**src/rtl/seq_div_display_pkg.sv**
```systemverilog
// Shared definitions for the sequential divider display: FSM encoding,
// hex-to-segment table and the one-cold digit anode patterns.
package seq_div_display_pkg;

    typedef enum logic {
        IDLE = 1'b0,
        RUN  = 1'b1
    } state_t;

    // Active-low segments, bit 0 = a ... bit 6 = g
    localparam logic [6:0] SEG_TABLE [16] = '{
        7'b1000000, 7'b1111001, 7'b0100100, 7'b0110000,
        7'b0011001, 7'b0010010, 7'b0000010, 7'b1111000,
        7'b0000000, 7'b0010000, 7'b0001000, 7'b0000011,
        7'b1000110, 7'b0100001, 7'b0000110, 7'b0001110
    };

    // Index 0 is the rightmost digit
    localparam logic [3:0] AN_PATTERN [4] = '{
        4'b1110, 4'b1101, 4'b1011, 4'b0111
    };

    localparam int ITERATIONS = 4;

endpackage

```
**src/rtl/seq_div_display_hex_to_seg.sv**
```systemverilog
// Combinational 4-bit to active-low seven-segment decoder, shared by the
// lab display designs.
module hex_to_seg
    import seq_div_display_pkg::*;
(
    input  logic [3:0] nibble,
    output logic [6:0] seg
);

    assign seg = SEG_TABLE[nibble];

endmodule

```
**src/rtl/seq_div_display.sv**
```systemverilog
// 4-bit unsigned restoring divider driven from switches, with operands and
// results shown on a time-multiplexed 4-digit seven-segment display.
module seq_div_display
    import seq_div_display_pkg::*;
#(
    parameter int REFRESH_BITS = 17
) (
    input  logic       clk,
    input  logic       rst,
    input  logic       btn_start,
    input  logic [7:0] sw,
    output logic [3:0] an,
    output logic [6:0] seg,
    output logic       dp,
    output logic       busy,
    output logic       div_zero
);

    localparam int CNT_W = REFRESH_BITS + 2;

    logic             sync_p0, sync_p1, sync_p2;
    logic             start_pulse;
    state_t           state, state_next;
    logic [3:0]       op_a, op_b, quo, rem;
    logic [4:0]       p;
    logic [3:0]       q;
    logic [1:0]       count;
    logic [4:0]       p_shift, p_next;
    logic             p_ge;
    logic [3:0]       q_next;
    logic [CNT_W-1:0] refresh_cnt;
    logic [1:0]       digit_sel;
    logic [3:0]       digit_nibble;
    logic [6:0]       digit_seg;

    // Button synchronizer and rising-edge detect
    always_ff @(posedge clk or posedge rst) begin
        if (rst) begin
            sync_p0 <= 1'b0;
            sync_p1 <= 1'b0;
            sync_p2 <= 1'b0;
        end else begin
            sync_p0 <= btn_start;
            sync_p1 <= sync_p0;
            sync_p2 <= sync_p1;
        end
    end

    assign start_pulse = sync_p1 & ~sync_p2;

    always_ff @(posedge clk or posedge rst) begin
        if (rst) state <= IDLE;
        else     state <= state_next;
    end

    always_comb begin
        state_next = state;
        case (state)
            IDLE: if (start_pulse && sw[3:0] != 4'd0) state_next = RUN;
            RUN:  if (count == 2'(ITERATIONS - 1))    state_next = IDLE;
            default: state_next = IDLE;
        endcase
    end

    assign busy = (state == RUN);

    // One restoring step: shift in the next dividend bit, subtract if it fits
    always_comb begin
        p_shift = {p[3:0], q[3]};
        p_ge    = (p_shift >= {1'b0, op_b});
        p_next  = p_ge ? (p_shift - {1'b0, op_b}) : p_shift;
        q_next  = {q[2:0], p_ge};
    end

    always_ff @(posedge clk or posedge rst) begin
        if (rst) begin
            op_a     <= 4'd0;
            op_b     <= 4'd0;
            quo      <= 4'd0;
            rem      <= 4'd0;
            p        <= 5'd0;
            q        <= 4'd0;
            count    <= 2'd0;
            div_zero <= 1'b0;
        end else if (state == IDLE && start_pulse) begin
            op_a <= sw[7:4];
            op_b <= sw[3:0];
            if (sw[3:0] == 4'd0) begin
                quo      <= 4'hF;
                rem      <= sw[7:4];
                div_zero <= 1'b1;
            end else begin
                p        <= 5'd0;
                q        <= sw[7:4];
                count    <= 2'd0;
                div_zero <= 1'b0;
            end
        end else if (state == RUN) begin
            p     <= p_next;
            q     <= q_next;
            count <= count + 2'd1;
            if (count == 2'(ITERATIONS - 1)) begin
                quo <= q_next;
                rem <= p_next[3:0];
            end
        end
    end

    // Display refresh: top two counter bits pick the digit
    always_ff @(posedge clk or posedge rst) begin
        if (rst) refresh_cnt <= '0;
        else     refresh_cnt <= refresh_cnt + CNT_W'(1);
    end

    assign digit_sel = refresh_cnt[CNT_W-1 -: 2];

    always_comb begin
        digit_nibble = rem;
        case (digit_sel)
            2'd0: digit_nibble = rem;
            2'd1: digit_nibble = quo;
            2'd2: digit_nibble = op_b;
            2'd3: digit_nibble = op_a;
            default: digit_nibble = rem;
        endcase
    end

    hex_to_seg u_hex_to_seg (
        .nibble (digit_nibble),
        .seg    (digit_seg)
    );

    always_ff @(posedge clk or posedge rst) begin
        if (rst) begin
            an  <= AN_PATTERN[0];
            seg <= SEG_TABLE[0];
        end else begin
            an  <= AN_PATTERN[digit_sel];
            seg <= digit_seg;
        end
    end

    assign dp = 1'b1;

endmodule

```
**config.mk**
```make
export PLATFORM = sky130hd
export DESIGN_NAME = seq_div_display
export DESIGN_NICKNAME = d
export VERILOG_FILES = /design/src/rtl/seq_div_display_pkg.sv /design/src/rtl/seq_div_display_hex_to_seg.sv /design/src/rtl/seq_div_display.sv
export SDC_FILE = /design/constraint.sdc
export NUM_CORES = 1
export LEC_CHECK = 0
export BUFFER_PORTS_ARGS = -buffer_cell sky130_fd_sc_hd__buf_2
export CORE_ASPECT_RATIO = 1.4
export CORE_UTILIZATION = 40
export CTS_CLUSTER_DIAMETER = 100
export DETAILED_ROUTE_END_ITERATION = 7
export PLACE_DENSITY = 0.54
export REMOVE_ABC_BUFFERS = 1
export SYNTH_ARGS = -nofsm -noshare
export SYNTH_HDL_FRONTEND = slang
export SYNTH_HIERARCHICAL = 1
export SYNTH_SLANG_ARGS = --single-unit
```
**constraint.sdc**
```tcl
create_clock -name clk -period 2.8 [get_ports clk]
set_input_delay 0.28 -clock clk [delete_from_list [all_inputs] [get_ports clk]]
set_output_delay 0.28 -clock clk [all_outputs]
set_load 0.02 [all_outputs]
```
# Yosys cells after proc, flatten, opt, wreduce, memory -nomap -nowiden
# Memories as Yosys holds them, arrays and structs flattened. A register that Yosys moved wholly into a read port is not among the register bits.
# Cells that the tools add are included.
totals:
  elab_cells: 66
  ff_bits: 54
  mem_count: 1
  inputBits: 11
  mem_bits_ro: 112
classes:
  n_eq_ne: 6
  muxes: 26
  reduce_logical: 9
  magnitude_cmp: 2
  add_sub_neg: 3
  bitwise: 5
memory_table:
  columns: ["name", "words", "word_bits", "read_ports", "rd_ports_with_merged_regs", "wr", "line_no", "source"]
  rows:
  - ["(name not given)", 16, 7, 1, 1, 0, "seq_div_display_hex_to_seg.sv:10", "assign seg = SEG_TABLE[nibble];"]
op_table:
  columns: ["op", "count"]
  rows:
  - ["$mux W4", 17]
  - ["$add A19 B1 Y19 const B", 1]
  - ["$pmux W4 S4", 1]
  - ["$bmux W4 S2", 1]
  - ["$eq A2 B2 Y1 const B", 3]
  - ["$mux W2", 3]
  - ["$ge A5 B4 Y1", 1]
  - ["$not A4 Y5", 1]
  - ["$logic_not A4 Y1", 1]
  - ["$reduce_bool A2 Y1", 2]
  - ["$reduce_bool A4 Y1", 1]
  - ["$sub A4 B4 Y4", 1]
  - ["$ge A3 B3 Y1 const B", 1]
  - ["$mux W1", 3]
  - ["$not A2 Y3", 1]
  - ["$reduce_and A3 Y1", 1]
  - ["$add A2 B1 Y2 const B", 1]
  - ["$eq A2 B1 Y1 const B", 1]
  - ["$logic_and A1 B1 Y1", 2]
  - ["$logic_not A2 Y1", 1]
  - ["$ne A2 B1 Y1 const B", 1]
  - ["$ne A2 B2 Y1 const B", 1]
  - ["$not A1 Y1", 2]
  - ["$pmux W1 S2", 1]
  - ["other kinds (2)", 2]

# Logic depth before layout (Yosys ltp)
depth:
  depth_word: 5
  depth_mapped: 8

# Cells and area by module
# The synthesis kept the hierarchy.
modules_own_cells:
  columns: ["mod", "seq_area_each_um2", "area_per_inst_um2", "n_inst", "cells_per_inst"]
  rows:
  - ["seq_div_display", 1531.5, 2621.3, 1, 228]
  - ["hex_to_seg", 0.0, 269.0, 1, 33]

# Worst setup path after synthesis
# OpenSTA, ideal clock, no wires.
synth_timing:
  path_type: "flip-flop to flip-flop"
  from: "reg refresh_cnt[18]"
  to: "reg seg[3]"
  required_time_ps: 2662
  t_arrival_ps: 1984
  path_buffers: 1
  path_slack_ps: 677
  path_stages_with_launch: 7
  cell_sequence: "dfrtp_1 clkbuf_1 mux4_2 inv_1 ha_1 inv_1 mux4_2"
synth_between:
  elab_chain_len: 3
synth_rtl:
  columns: ["element", "line_no", "source"]
  rows:
  - ["start: declaration", "seq_div_display.sv:31", "logic [CNT_W-1:0] refresh_cnt;"]
  - ["start signal: assignment", "seq_div_display.sv:112", "else refresh_cnt <= refresh_cnt + CNT_W'(1);"]
  - ["$eq A2 B2 Y1, or another cell as far along", "seq_div_display.sv:119", "case (digit_sel)"]
  - ["$pmux W4 S4 (*)", "seq_div_display.sv:119", null]
  - ["named net digit_nibble[0]", "seq_div_display.sv:33", "logic [3:0] digit_nibble;"]
  - ["$not A4 Y5 (implied by the code) (*)", "seq_div_display_hex_to_seg.sv:10", null]
  - ["end: declaration", "seq_div_display.sv:13", "output logic [6:0] seg,"]
# Mark *: on every way through the listed nets, which the timed path passes. The rest lies on a longest branch.
# A chain may end at the register's enable or synchronous reset.

# Worst setup path in the final report
# Same ends and word-level chain as after synthesis.

==> impl_metrics.ini <==
[synthesis]
synth_flop_cell = sky130_fd_sc_hd__dfrtp_1
synth.largest_area_cell = sky130_fd_sc_hd__dfrtp_1
netlist_area_sq_mm = 0.00289
number_of_synthesized_flops_with_an_enable_pin = 0
synth_area_per_cell_sq_um = 11.1
ys_seq_elements = 61
yosys-top-cells-area = sky130_fd_sc_hd__dfrtp_1 49%, sky130_fd_sc_hd__ha_1 5.6%, sky130_fd_sc_hd__nand2_1 5.1%, sky130_fd_sc_hd__mux4_2 3.9%, sky130_fd_sc_hd__dfstp_2 3.6%
postSynth.asyncResetShare_pct = 100
seq_area_frac_synth_pct = 53.0
synth_top_area_share_pct = 49.4
synth_warnings = 6
syn-instance-count = 261
synth.distinct_cells = 43

[sta]
grt_setup_unrepaired = no
whs_ps = 55.4
final.setup.worst_slack_ps = 663
slew-limit-headroom_pct = 48.2
report.final.hold_viol_count = 0
worst_slew_pin_slew_ps = 776
tns_ps = 0
max_clock_freq_ghz = 0.468
min_period_ps = 2140
pins_over_slew_limit = 0
setup_viol = 0
layout_worst_path_cycle_share_pct = 76.3
worst_clock_skew_ps = 7.63

[layout]
n_fill_cell = 645
layout_cells_excl_fill = 385
multiInputGateArea_sq_mm = 0.00124
area_taken_by_flip_flops_and_latches_sq_mm = 0.00153
final_core_utilization_pct = 47.6
drive_gt1_share_pct = 19.3
design_area_sq_mm = 0.00332
nets = 310
diodes = 0
area.growth.synth_to_final_pct = 15.0

[cts]
cts_max_level = 3
clkTransAtPathRegs_ps = 60
maximum_clock_insertion_buffer_count = 2
cts_resized = 0
clock-root-buffer = sky130_fd_sc_hd__clkbuf_8
clkSinkCount = 61
cts_tree = yes
cts-buffers-inserted = 9
cts_setup_buffers = 0
clock_latency_ps = 330
cts_hold_buf = 0

[routing]
total_number_of_vias = 1940
wl_per_cell_um = 14.5
firstDrtPassIters = 4
detailed_route_wl_um = 5580
drt_iter0_drc = 58
postRouteAntennaNets = 0
drc = 0
route.detailed.vias_per_inst = 5.04

[die]
design.portCount = 25
die_w_um = 73.8
floorplan.die_area_sq_mm = 0.00757
start_util_pct = 41.4
overall_die_height_um = 103
num_rows = 36
core-area_sq_mm = 0.00698

[place]
dp.cells = 369
placedInstanceArea_sq_mm = 0.00306
post-place-ws_ps = 659
place.port_buffers = 23
place_congestion = 0.811
detailedPlacementHpwl_um = 3940

[power]
clock_power_share_pct = 26.8
p_seq_share_pct = 35.2
report.power.total_mw = 3.74
p_int_mw = 2.43
net_switching_power_of_the_design_mw = 1.31
power.share.switching_pct = 35.0
ir_drop_v = 0.000377
comb_power_share_pct = 38.1
leakage_nw = 1.60
power_dens_cells_mw_per_mm2 = 1130

[min_path]
hp-start = btn_start
hold_path_class = in -> reg
hold_path_depth = 1
hold_end = sync_p0$_DFF_PP0_

[global_routing]
grt_pass1_wl_um = 9570
first_global_vias = 1939
grt_max_degree = 62
number_of_antenna_violations_at_the_first_check_in_global_routing = 0
grt_overflow = 0
grt_util_all_layers_pct = 17.3

[worst_setup_path]
worst-path-max-fanout = 9
end_kind = flop
worst-setup-path-type = reg -> reg
critPathLaunchType = flop
worstPathArrival_ps = 2340
critical_path_required_ps = 3000
reg2reg_setup_slack_ps = 660
rr_startpoint = refresh_cnt[18]$_DFF_PP0_
r2r_cells = 5
r2r_end = seg[3]$_DFF_PP0_

[outcome]
outcome = finished clean

[flow_run]
drv_cap = 0
worst max path at each step:
stage                               from                to  depth (start not counted)
2_1_floorplan  refresh_cnt[18]$_DFF_PP0_  seg[3]$_DFF_PP0_                          5
3_3_place_gp   refresh_cnt[18]$_DFF_PP0_  seg[3]$_DFF_PP0_                          5
3_5_place_dp   refresh_cnt[18]$_DFF_PP0_  seg[3]$_DFF_PP0_                          5
4_1_cts        refresh_cnt[18]$_DFF_PP0_  seg[3]$_DFF_PP0_                          5
5_1_grt                   busy$_DFF_PP0_  q[0]$_DFFE_PP0P_                          4
6_report       refresh_cnt[18]$_DFF_PP0_  seg[3]$_DFF_PP0_                          5
cell usage after synthesis (all sizes together), types with 6 or more instances:
library cell	count
xor2	6
dfrtp	57
mux2i	9
nand3	12
nor2	18
nand2	39
o21ai	11
ha	13
xnor2	12
a21oi	7
buf	8
inv	12
kinds of logic after synthesis:
group / Yosys count / share of synthesized area [%]
DFF: 61 / 53.0
muxes: 16 / 7.79
adders and majority gates: 14 / 6.32
xor gates and xnor gates: 18 / 5.45
and+or+nand+nor: 90 / 14.7
other: 1 / 0.130
AOI/OAI and AO/OA: 37 / 8.44
buffers and inverters: 24 / 4.16
sequential cells by signal, summed over array words and instances (netlist names), 2 cells and up:
register,count
p,4
seg,7
count,2
an,4
refresh_cnt,19
quo,4
op_a,4
q,4
rem,4
op_b,4
area by class of cell:
class | count | share of cell area, %
repair buffers | 25 | 3.92
well taps | 95 | 3.58
flip-flops and latches | 61 | 46.1
clock buffers | 13 | 5.08
clock inverters | 3 | 2.71
inverters | 12 | 1.36
multi-input cells | 176 | 37.3
cells in the final DEF, fill, tap and decap left out, drive strengths merged, types with 2 or more instances in the layout:
| master | instances |
|---|---|
| o21ai | 11 |
| a41oi | 2 |
| or3 | 2 |
| nor3 | 4 |
| bufinv | 3 |
| mux4 | 5 |
| xnor2 | 12 |
| mux2i | 9 |
| inv | 12 |
| nor2 | 18 |
| a31oi | 3 |
| clkbuf | 13 |
| nand3 | 12 |
| a21oi | 7 |
| nand2 | 39 |
| buf | 25 |
| a22o | 4 |
| dfstp | 4 |
| a21o | 3 |
| nand2b | 5 |
| a32o | 2 |
| ha | 13 |
| xor2 | 6 |
| dfrtp | 57 |
| o22a | 3 |
| and3 | 3 |
| nand4 | 2 |
| mux2 | 2 |
critical path, cell delays in order, from the launching register on:
cell	delay, ps
sky130_fd_sc_hd__dfrtp_1	550
sky130_fd_sc_hd__mux4_2	640
sky130_fd_sc_hd__inv_1	170
sky130_fd_sc_hd__ha_1	150
sky130_fd_sc_hd__inv_1	40
sky130_fd_sc_hd__mux4_2	450
layer usage:
layer	global-route usage, %	vias to the layer above	share of wire, %
li1	-	939	-
met1	20.9	947	43
met2	28.2	42	51
met3	4.79	12	3.5
met4	9.02	0	2.4
met5	0	-	0
power groups by stage:
stage          logic [mW]  clock network [mW]  registers [mW]
6_report             1.43                1.00            1.32
4_1_cts              1.44                1.03            1.32
3_5_place_dp         1.43                   0            1.34
5_1_grt              1.61                1.07            1.35
3_3_place_gp         1.42                   0            1.34
2_1_floorplan        1.04                   0            1.34
No activity file was read; power rests on OpenSTA's default activity.
